===== src/rtl/heap_array_server.sv =====
// heap_array_server
// -----------------
// Single-outstanding request/response server for heap arrays. It owns the heap
// memory, the per-array size table, the per-array allocated bits and the LIFO
// stack of freed array numbers.
//
// Ports
//   clock        rising-edge clock
//   reset        asynchronous, active-low reset
//   req_valid    request present
//   req_ready    server idle and able to take a request
//   req_op       0 ALLOC, 1 FREE, 2 WRITE, 3 READ, 4 SIZE, 5..7 illegal
//   req_array    target array number (FREE/WRITE/READ/SIZE)
//   req_index    element index (WRITE/READ)
//   req_data     element value (WRITE)
//   rsp_valid    response present
//   rsp_ready    initiator takes the response
//   rsp_data     array number (ALLOC), element (READ), size (SIZE), else 0
//   rsp_error    request rejected, nothing was changed
//   allocs       number of arrays ever handed out fresh (high-water mark)
//   free_count   entries currently on the freed stack
module heap_array_server #(
    parameter int MemoryElementWidth = 12,
    parameter int NArea              = 7,
    parameter int NArrays            = 4,
    parameter int NHeap              = 28
) (
    input  logic                          clock,
    input  logic                          reset,
    input  logic                          req_valid,
    output logic                          req_ready,
    input  logic [2:0]                    req_op,
    input  logic [MemoryElementWidth-1:0] req_array,
    input  logic [MemoryElementWidth-1:0] req_index,
    input  logic [MemoryElementWidth-1:0] req_data,
    output logic                          rsp_valid,
    input  logic                          rsp_ready,
    output logic [MemoryElementWidth-1:0] rsp_data,
    output logic                          rsp_error,
    output logic [MemoryElementWidth-1:0] allocs,
    output logic [MemoryElementWidth-1:0] free_count
);

    localparam int W = MemoryElementWidth;

    localparam logic [1:0] IDLE = 2'd0;
    localparam logic [1:0] EXEC = 2'd1;
    localparam logic [1:0] RESP = 2'd2;

    localparam logic [2:0] OP_ALLOC = 3'd0;
    localparam logic [2:0] OP_FREE  = 3'd1;
    localparam logic [2:0] OP_WRITE = 3'd2;
    localparam logic [2:0] OP_READ  = 3'd3;
    localparam logic [2:0] OP_SIZE  = 3'd4;

    logic [1:0]   state;
    logic [2:0]   op_q;
    logic [W-1:0] array_q;
    logic [W-1:0] index_q;
    logic [W-1:0] data_q;

    logic [W-1:0] allocs_q;
    logic [W-1:0] free_count_q;
    logic [W-1:0] size_tab  [NArrays];
    logic         allocated [NArrays];
    logic [W-1:0] stack     [NArrays];
    logic [W-1:0] heap      [NHeap];

    logic [W-1:0] rsp_data_q;
    logic         rsp_error_q;

    logic         arr_allocated;
    logic [W-1:0] arr_size;
    logic [W-1:0] top_entry;
    logic [W-1:0] heap_word;
    logic [31:0]  heap_addr;
    logic [W-1:0] index_plus;

    logic         exec_error;
    logic [W-1:0] exec_data;
    logic [W-1:0] alloc_slot;
    logic         do_pop;
    logic         do_fresh;
    logic         do_free;
    logic         do_write;
    logic [W-1:0] new_size;

    assign req_ready  = (state == IDLE);
    assign rsp_valid  = (state == RESP);
    assign rsp_data   = rsp_data_q;
    assign rsp_error  = rsp_error_q;
    assign allocs     = allocs_q;
    assign free_count = free_count_q;

    // The heap address is formed at 32 bits so an out-of-range array or index
    // can never alias onto a legal word; it is only used after the checks pass.
    assign heap_addr  = 32'(array_q) * 32'(NArea) + 32'(index_q);
    assign index_plus = index_q + W'(1);

    // Table lookups compare the full-width captured number against each slot
    // rather than truncating it, so an array number >= NArrays matches nothing
    // and reads back as "not allocated".
    always_comb begin
        arr_allocated = 1'b0;
        arr_size      = '0;
        top_entry     = '0;
        heap_word     = '0;
        for (int i = 0; i < NArrays; i++) begin
            if (array_q == W'(i)) begin
                arr_allocated = allocated[i];
                arr_size      = size_tab[i];
            end
            if (free_count_q == W'(i + 1)) begin
                top_entry = stack[i];
            end
        end
        for (int i = 0; i < NHeap; i++) begin
            if (heap_addr == 32'(i)) begin
                heap_word = heap[i];
            end
        end
    end

    // Decode of the captured request into a response and a set of commit
    // strobes. Every error path leaves all strobes low so nothing changes.
    always_comb begin
        exec_error = 1'b1;
        exec_data  = '0;
        alloc_slot = '0;
        do_pop     = 1'b0;
        do_fresh   = 1'b0;
        do_free    = 1'b0;
        do_write   = 1'b0;
        new_size   = arr_size;
        case (op_q)
            OP_ALLOC: begin
                if (free_count_q != '0) begin
                    alloc_slot = top_entry;
                    do_pop     = 1'b1;
                    exec_error = 1'b0;
                    exec_data  = top_entry;
                end else if (allocs_q < W'(NArrays)) begin
                    alloc_slot = allocs_q;
                    do_fresh   = 1'b1;
                    exec_error = 1'b0;
                    exec_data  = allocs_q;
                end
            end
            OP_FREE: begin
                if (array_q < allocs_q && arr_allocated) begin
                    do_free    = 1'b1;
                    exec_error = 1'b0;
                end
            end
            OP_WRITE: begin
                if (arr_allocated && index_q < W'(NArea)) begin
                    do_write   = 1'b1;
                    exec_error = 1'b0;
                    if (index_plus > arr_size) begin
                        new_size = index_plus;
                    end
                end
            end
            OP_READ: begin
                if (arr_allocated && index_q < arr_size) begin
                    exec_error = 1'b0;
                    exec_data  = heap_word;
                end
            end
            OP_SIZE: begin
                if (arr_allocated) begin
                    exec_error = 1'b0;
                    exec_data  = arr_size;
                end
            end
            default: begin
                exec_error = 1'b1;
            end
        endcase
    end

    // Control, bookkeeping tables and response registers. All table updates
    // happen on the EXEC-to-RESP edge, so a later READ sees every earlier WRITE.
    always_ff @(posedge clock or negedge reset) begin
        if (!reset) begin
            state        <= IDLE;
            op_q         <= '0;
            array_q      <= '0;
            index_q      <= '0;
            data_q       <= '0;
            allocs_q     <= '0;
            free_count_q <= '0;
            rsp_data_q   <= '0;
            rsp_error_q  <= 1'b0;
            for (int i = 0; i < NArrays; i++) begin
                size_tab[i]  <= '0;
                allocated[i] <= 1'b0;
                stack[i]     <= '0;
            end
        end else begin
            case (state)
                IDLE: begin
                    if (req_valid) begin
                        op_q    <= req_op;
                        array_q <= req_array;
                        index_q <= req_index;
                        data_q  <= req_data;
                        state   <= EXEC;
                    end
                end
                EXEC: begin
                    rsp_data_q  <= exec_data;
                    rsp_error_q <= exec_error;
                    state       <= RESP;
                    if (do_pop) begin
                        free_count_q <= free_count_q - W'(1);
                    end
                    if (do_fresh) begin
                        allocs_q <= allocs_q + W'(1);
                    end
                    if (do_free) begin
                        free_count_q <= free_count_q + W'(1);
                    end
                    for (int i = 0; i < NArrays; i++) begin
                        if ((do_pop || do_fresh) && alloc_slot == W'(i)) begin
                            allocated[i] <= 1'b1;
                            size_tab[i]  <= '0;
                        end
                        if (do_free && array_q == W'(i)) begin
                            allocated[i] <= 1'b0;
                        end
                        if (do_free && free_count_q == W'(i)) begin
                            stack[i] <= array_q;
                        end
                        if (do_write && array_q == W'(i)) begin
                            size_tab[i] <= new_size;
                        end
                    end
                end
                RESP: begin
                    if (rsp_ready) begin
                        state <= IDLE;
                    end
                end
                default: begin
                    state <= IDLE;
                end
            endcase
        end
    end

    // Heap storage has no reset; its contents are meaningless after reset
    // until written, which keeps it mappable onto a plain RAM.
    always_ff @(posedge clock) begin
        if (state == EXEC && do_write) begin
            for (int i = 0; i < NHeap; i++) begin
                if (heap_addr == 32'(i)) begin
                    heap[i] <= data_q;
                end
            end
        end
    end

endmodule

===== config.mk =====
export PLATFORM = sky130hd
export DESIGN_NAME = heap_array_server
export DESIGN_NICKNAME = d
export VERILOG_FILES = /design/src/rtl/heap_array_server.sv
export SDC_FILE = /design/constraint.sdc
export NUM_CORES = 1
export LEC_CHECK = 0
export BUFFER_PORTS_ARGS = -buffer_cell sky130_fd_sc_hd__buf_2
export CORE_ASPECT_RATIO = 0.5
export CORE_UTILIZATION = 35
export DETAILED_ROUTE_END_ITERATION = 16
export PLACE_DENSITY_LB_ADDON = 0.12
export SKIP_CTS_REPAIR_TIMING = 1
export SYNTH_ARGS = -nofsm -noshare
export SYNTH_HDL_FRONTEND = slang
export SYNTH_SLANG_ARGS = --single-unit

===== constraint.sdc =====
create_clock -name clock -period 8.6 [get_ports clock]
set_input_delay 0.43 -clock clock [delete_from_list [all_inputs] [get_ports clock]]
set_output_delay 0.43 -clock clock [all_outputs]
set_load 0.02 [all_outputs]

### Word-level counts from Yosys, hierarchy flattened

Memories as Yosys holds them, arrays and structs flattened.
Cells that the tools add are included.

| storage, ports and cells | value |
|---|---|
| register bits after elaboration | 178 |
| bits in writable memories | 336 |
| input port bits | 43 |
| output and inout port bits | 39 |
| logic and storage cells | 409 |
| memories | 1 |

Memories:

| memory | words | bits a word | rd ports | clocked after memory_dff | wr ports | line | source |
|---|---|---|---|---|---|---|---|
| heap | 28 | 12 | 28 | 0 | 1 | 67 | `logic [W-1:0] heap [NHeap];` |

| cells by class | value |
|---|---|
| add/sub/neg operators | 5 |
| multiply operators | 1 |
| $lt $le $gt $ge | 5 |
| equal/unequal tests | 45 |
| muxes and demuxes | 251 |
| reductions and logical operators | 80 |

Operators by type and width:

| operator | number |
|---|---|
| $mux W12 | 81 |
| $reduce_or A12 Y1 | 27 |
| $eq A16 B5 Y1 const B | 12 |
| $mux W1 | 138 |
| $mux W5 | 27 |
| $eq A16 B4 Y1 const B | 8 |
| $eq A12 B2 Y1 const B | 6 |
| $eq A16 B3 Y1 const B | 4 |
| $add A12 B1 Y12 const B | 3 |
| $eq A12 B1 Y1 const B | 3 |
| $logic_not A12 Y1 | 3 |
| $pmux W12 S3 | 1 |
| $eq A16 B2 Y1 const B | 2 |
| $logic_not A32 Y1 | 1 |
| $reduce_and A2 Y1 | 16 |
| $lt A12 B12 Y1 | 2 |
| $lt A12 B3 Y1 const B | 2 |
| $logic_and A1 B1 Y1 | 20 |
| $reduce_bool A2 Y1 | 9 |
| $add A15 B12 Y16 | 1 |
| $eq A16 B1 Y1 const B | 1 |
| $mul A12 B3 Y15 const B | 1 |
| $eq A12 B3 Y1 const B | 1 |
| $gt A12 B12 Y1 | 1 |
| 15 further kinds | 17 |

### Longest topological paths before layout

| depth | value |
|---|---|
| depth after elaboration | 39 |
| depth in mapped cells | 21 |
| depth with buffers taken out | 19 |

### Worst setup path before layout

No wires, ideal clock.

| timing | value |
|---|---|
| kind | register to register |
| start point | register array_q[1] |
| end point | memory heap[0][108] (netlist name), enable pin |
| library setup time | 412 ps |
| arrival | 5179 ps |
| data required time | 8188 ps |
| slack | 3008 ps |
| cell stages (with the launch flop) | 16 |
| path buffers | 3 |
| period minus slack after synthesis | 5592 ps |
| cells stage by stage | dfrtp_1 inv_1 fa_1 inv_1 fa_1 ha_1 nor2b_1 o31ai_2 a22o_1 o22ai_1 or4_1 buf_2 buf_6 or3_4 buf_6 nor4_1 |

| on the way | value |
|---|---|
| cells in the longest elaborated chain, start to end | 39 |
| elaborated cells on any way between the ends | 207 |
| those cells by class | add/sub (1); mul (1); eq/ne (30); mux (144); reduce/logical (31) |

RTL lines:

| what | line | source |
|---|---|---|
| start, declared | 58 | `logic [W-1:0] array_q;` |
| start signal, assigned | 205 | `array_q <= req_array;` |
| parallel branches: the longest is 39 deep, another holds $add A15 B12 Y16 | - |  |
| end, declared | 67 |  |

Several ways; the timed one is not identified.

### Final worst setup path

| timing | value |
|---|---|
| start point | register array_q[0] |
| end point | memory heap[0][136] (netlist name), enable pin |

The elaborated chain is that of the path after synthesis.

==> results_dict.tcl <==
set metrics [dict create \
    routed_wl_mm 86.9 \
    slew_headroom 0.134 \
    grt_pass1_wl_mm 127 \
    period_minus_slack_ns 6.91 \
    cp_max_fo 18 \
    row_count 68 \
    ys_types 92 \
    fmax_mhz 145 \
    yosysTopAreaCellShare 0.411 \
    crit_path_end_kind "flip-flop" \
    max_cap_viol_count 0 \
    post_synth_fa_ha_maj_area_fraction 0.0531 \
    ant_nets 0 \
    syn_area_per_cell_um2 12.0 \
    clock_latency_ns 0.64 \
    firstDrtPassIters 8 \
    cp_slowest_stage_delay_ns 1.01 \
    synth_cells 2039 \
    cts_inserted_buffers 50 \
    clk_pin_slew_ns 0.06 \
    hold_violations 0 \
    route.detailed.wl_per_inst_um 27.9 \
    syn_to_final_growth_pct 14.3 \
    syn_area_mm2 0.0245 \
    hp-class "in -> reg" \
    drc_errors 0 \
    reg2reg_from "array_q[0]" \
    synth_edf_count 336 \
    routabilityCongestion 0.911 \
    routed.top_layer "met4" \
    synth_xor_area_frac 0.00958 \
    synth_top_family_by_area "simple AND/OR/NAND/NOR gates" \
    die_w_um 377 \
    yosysWarnings 0 \
    rsz0062_at_grt "no" \
    die_y_um 189 \
    synth_area_leader_cell "edfxtp_1" \
    coreArea_mm2 0.0692 \
    cts_tree "done" \
    vias 18298 \
    synth_mux_area_frac 0.0424 \
    synth_commonest_cells "336 x edfxtp_1, 213 x nand2_1, 178 x dfrtp_1, 146 x o21ai_0, 94 x nor2_1" \
    grt_pass1_vias 17770 \
    diodes 0 \
    synth_fp_nets 2173 \
    required_ns 8.85 \
    critical_path_class "reg -> reg" \
    ios 82 \
    worst_pin_slew_ns 1.29 \
    synth_compound_area_frac 0.132 \
    synth-simple-area-share 0.140 \
    drive_gt1_frac 0.176 \
    wirelength_met1_mm 38.9 \
    grt_antenna_before_repair 1 \
    synth_seq_area_share 0.593 \
    outcome "finished, final reports clean" \
    via_per_inst 5.87 \
    ys_ff_latch 514 \
    dp_hpwl_mm 59.0 \
    skew_ns 0.0357 \
    final-setup-viol-count 0 \
    cts-root-buf "clkbuf_16" \
    cts_sinks 514 \
    synthTopCellsByArea "edfxtp_1 41%, dfrtp_1 18%, ha_1 3.5%" \
    track_usage 0.245 \
    cp_top_family "simple AND/OR/NAND/NOR gates" \
    crit_chain "fa_1 -> fa_1 -> inv_1 -> fa_1 -> clkinv_1 -> nor4_2 -> nand4_1 -> nor4_1 -> nor2b_1" \
    cpMostUsedCell "fa_1" \
    grt_max_degree 82 \
    fillers 6552 \
    maxSlewViolCount 0 \
    synthFlopType "edfxtp_1" \
    overflow 0 \
    wl_met3_mm 7.03 \
    setup.worst_path.start "array_q[0]" \
    setup_tns_ns 0 \
    start_util 0.355 \
    path_buf_inv 2 \
    fin_crit_sh 0.803 \
    dieArea_mm2 0.0713 \
    hold_start "rsp_ready" \
    clk_path_buf_depth 3 \
    cp.arrival_ns 7.16 \
    drtIter0Drc 1966 \
    startpoint_type "flip-flop" \
    slowest_stage "fa_1" \
    h-tree-depth 2 \
    final_nets 2270 \
    wl_met2_mm 38.5 \
    yosysMostFrequentCell "edfxtp_1" \
    port_buffers 81 \
    synthArstFlopShare 0.346 \
]
## per-layer routing
layer | vias up | track usage
met5 | - | 0
met4 | 0 | 0.0744
met3 | 152 | 0.0378
met2 | 887 | 0.373
met1 | 9280 | 0.358
li1 | 7979 | -
## flip-flops by register name, summed over array words and instances (netlist names)
name,cells
size_tab,48
free_count,12
array_q,12
op_q,3
heap,336
index_q,12
stack,48
allocated,4
data_q,12
state,2
rsp_error,1
rsp_data,12
allocs,12
## metrics by stage
stage	hold WS, ns	utilization	instances	cell area (um^2)	setup slack [ns]
3_3_place_gp	0.403	0.382	3027	26400	1.20
4_1_cts	-0.115	0.405	3118	28000	1.80
5_1_grt	0.0204	0.405	3119	28000	1.33
2_1_floorplan	0.134	-	2039	24500	3.01
6_report	0.0203	0.405	3119	28000	1.69
3_5_place_dp	0.395	0.382	3028	26400	1.83
## layout make-up
cell class | count | area, um^2 | share of cell area
Tap cell | 945 | 1180 | 0.0422
Sequential cell | 514 | 14500 | 0.519
Clock buffer | 63 | 1370 | 0.0489
Multi-Input combinational cell | 1341 | 9400 | 0.335
Clock inverter | 27 | 263 | 0.00937
Timing Repair Buffer | 164 | 1040 | 0.0370
Inverter | 65 | 244 | 0.00870
## cell families (layout without fill, tap and decap cells)
family | after synthesis | after routing
AND/OR/NAND/NOR | 661 | 661
buffers and inverters | 184 | 319
XOR/XNOR | 26 | 26
flip-flops | 514 | 514
multiplexers | 84 | 84
AO/OA/AOI/OAI | 479 | 479
adder cells (fa/ha/maj) | 91 | 91
## path summary, 6_finish.rpt
check	to	slack [ns]	cells after the start
max reg2reg	heap[0][136]	1.69	9
max	heap[0][136]	1.69	9
max in group asynchronous	data_q[11]	6.25	4
min reg2reg	allocs[10]	0.41	0
min	state[1]	0.02	2
min in group asynchronous	size_tab[43]	0.44	2
## cell usage in the layout (no fill, tap or decap), types with 12 or more instances in the layout
cell / synthesis / routed
a221oi_1: 24 / 24
clkbuf_16: 0 / 50
buf_4: 0 / 81
a21o_1: 14 / 14
nor3_2: 2 / 15
ha_1: 69 / 67
and3_1: 20 / 20
nor4_1: 39 / 30
o22ai_1: 24 / 24
a22o_1: 12 / 12
dfrtp_1: 178 / 176
nand4_1: 46 / 46
nor2_1: 94 / 89
fa_1: 22 / 22
nor2b_1: 20 / 17
a32oi_1: 23 / 23
a31oi_1: 16 / 16
and2_1: 16 / 15
mux2_2: 55 / 55
xor2_1: 12 / 12
a22oi_1: 40 / 40
inv_1: 64 / 64
o21ai_0: 146 / 146
edfxtp_1: 336 / 336
nand2_1: 213 / 213
buf_2: 16 / 81
a21oi_1: 61 / 61
nand3_1: 78 / 78
mux2i_1: 18 / 18
xnor2_1: 13 / 13
nor4_2: 9 / 18
nor3_1: 54 / 41
Power is not shown: default switching activity piles up to over one toggle a cycle in this logic, so the estimate is an artifact.
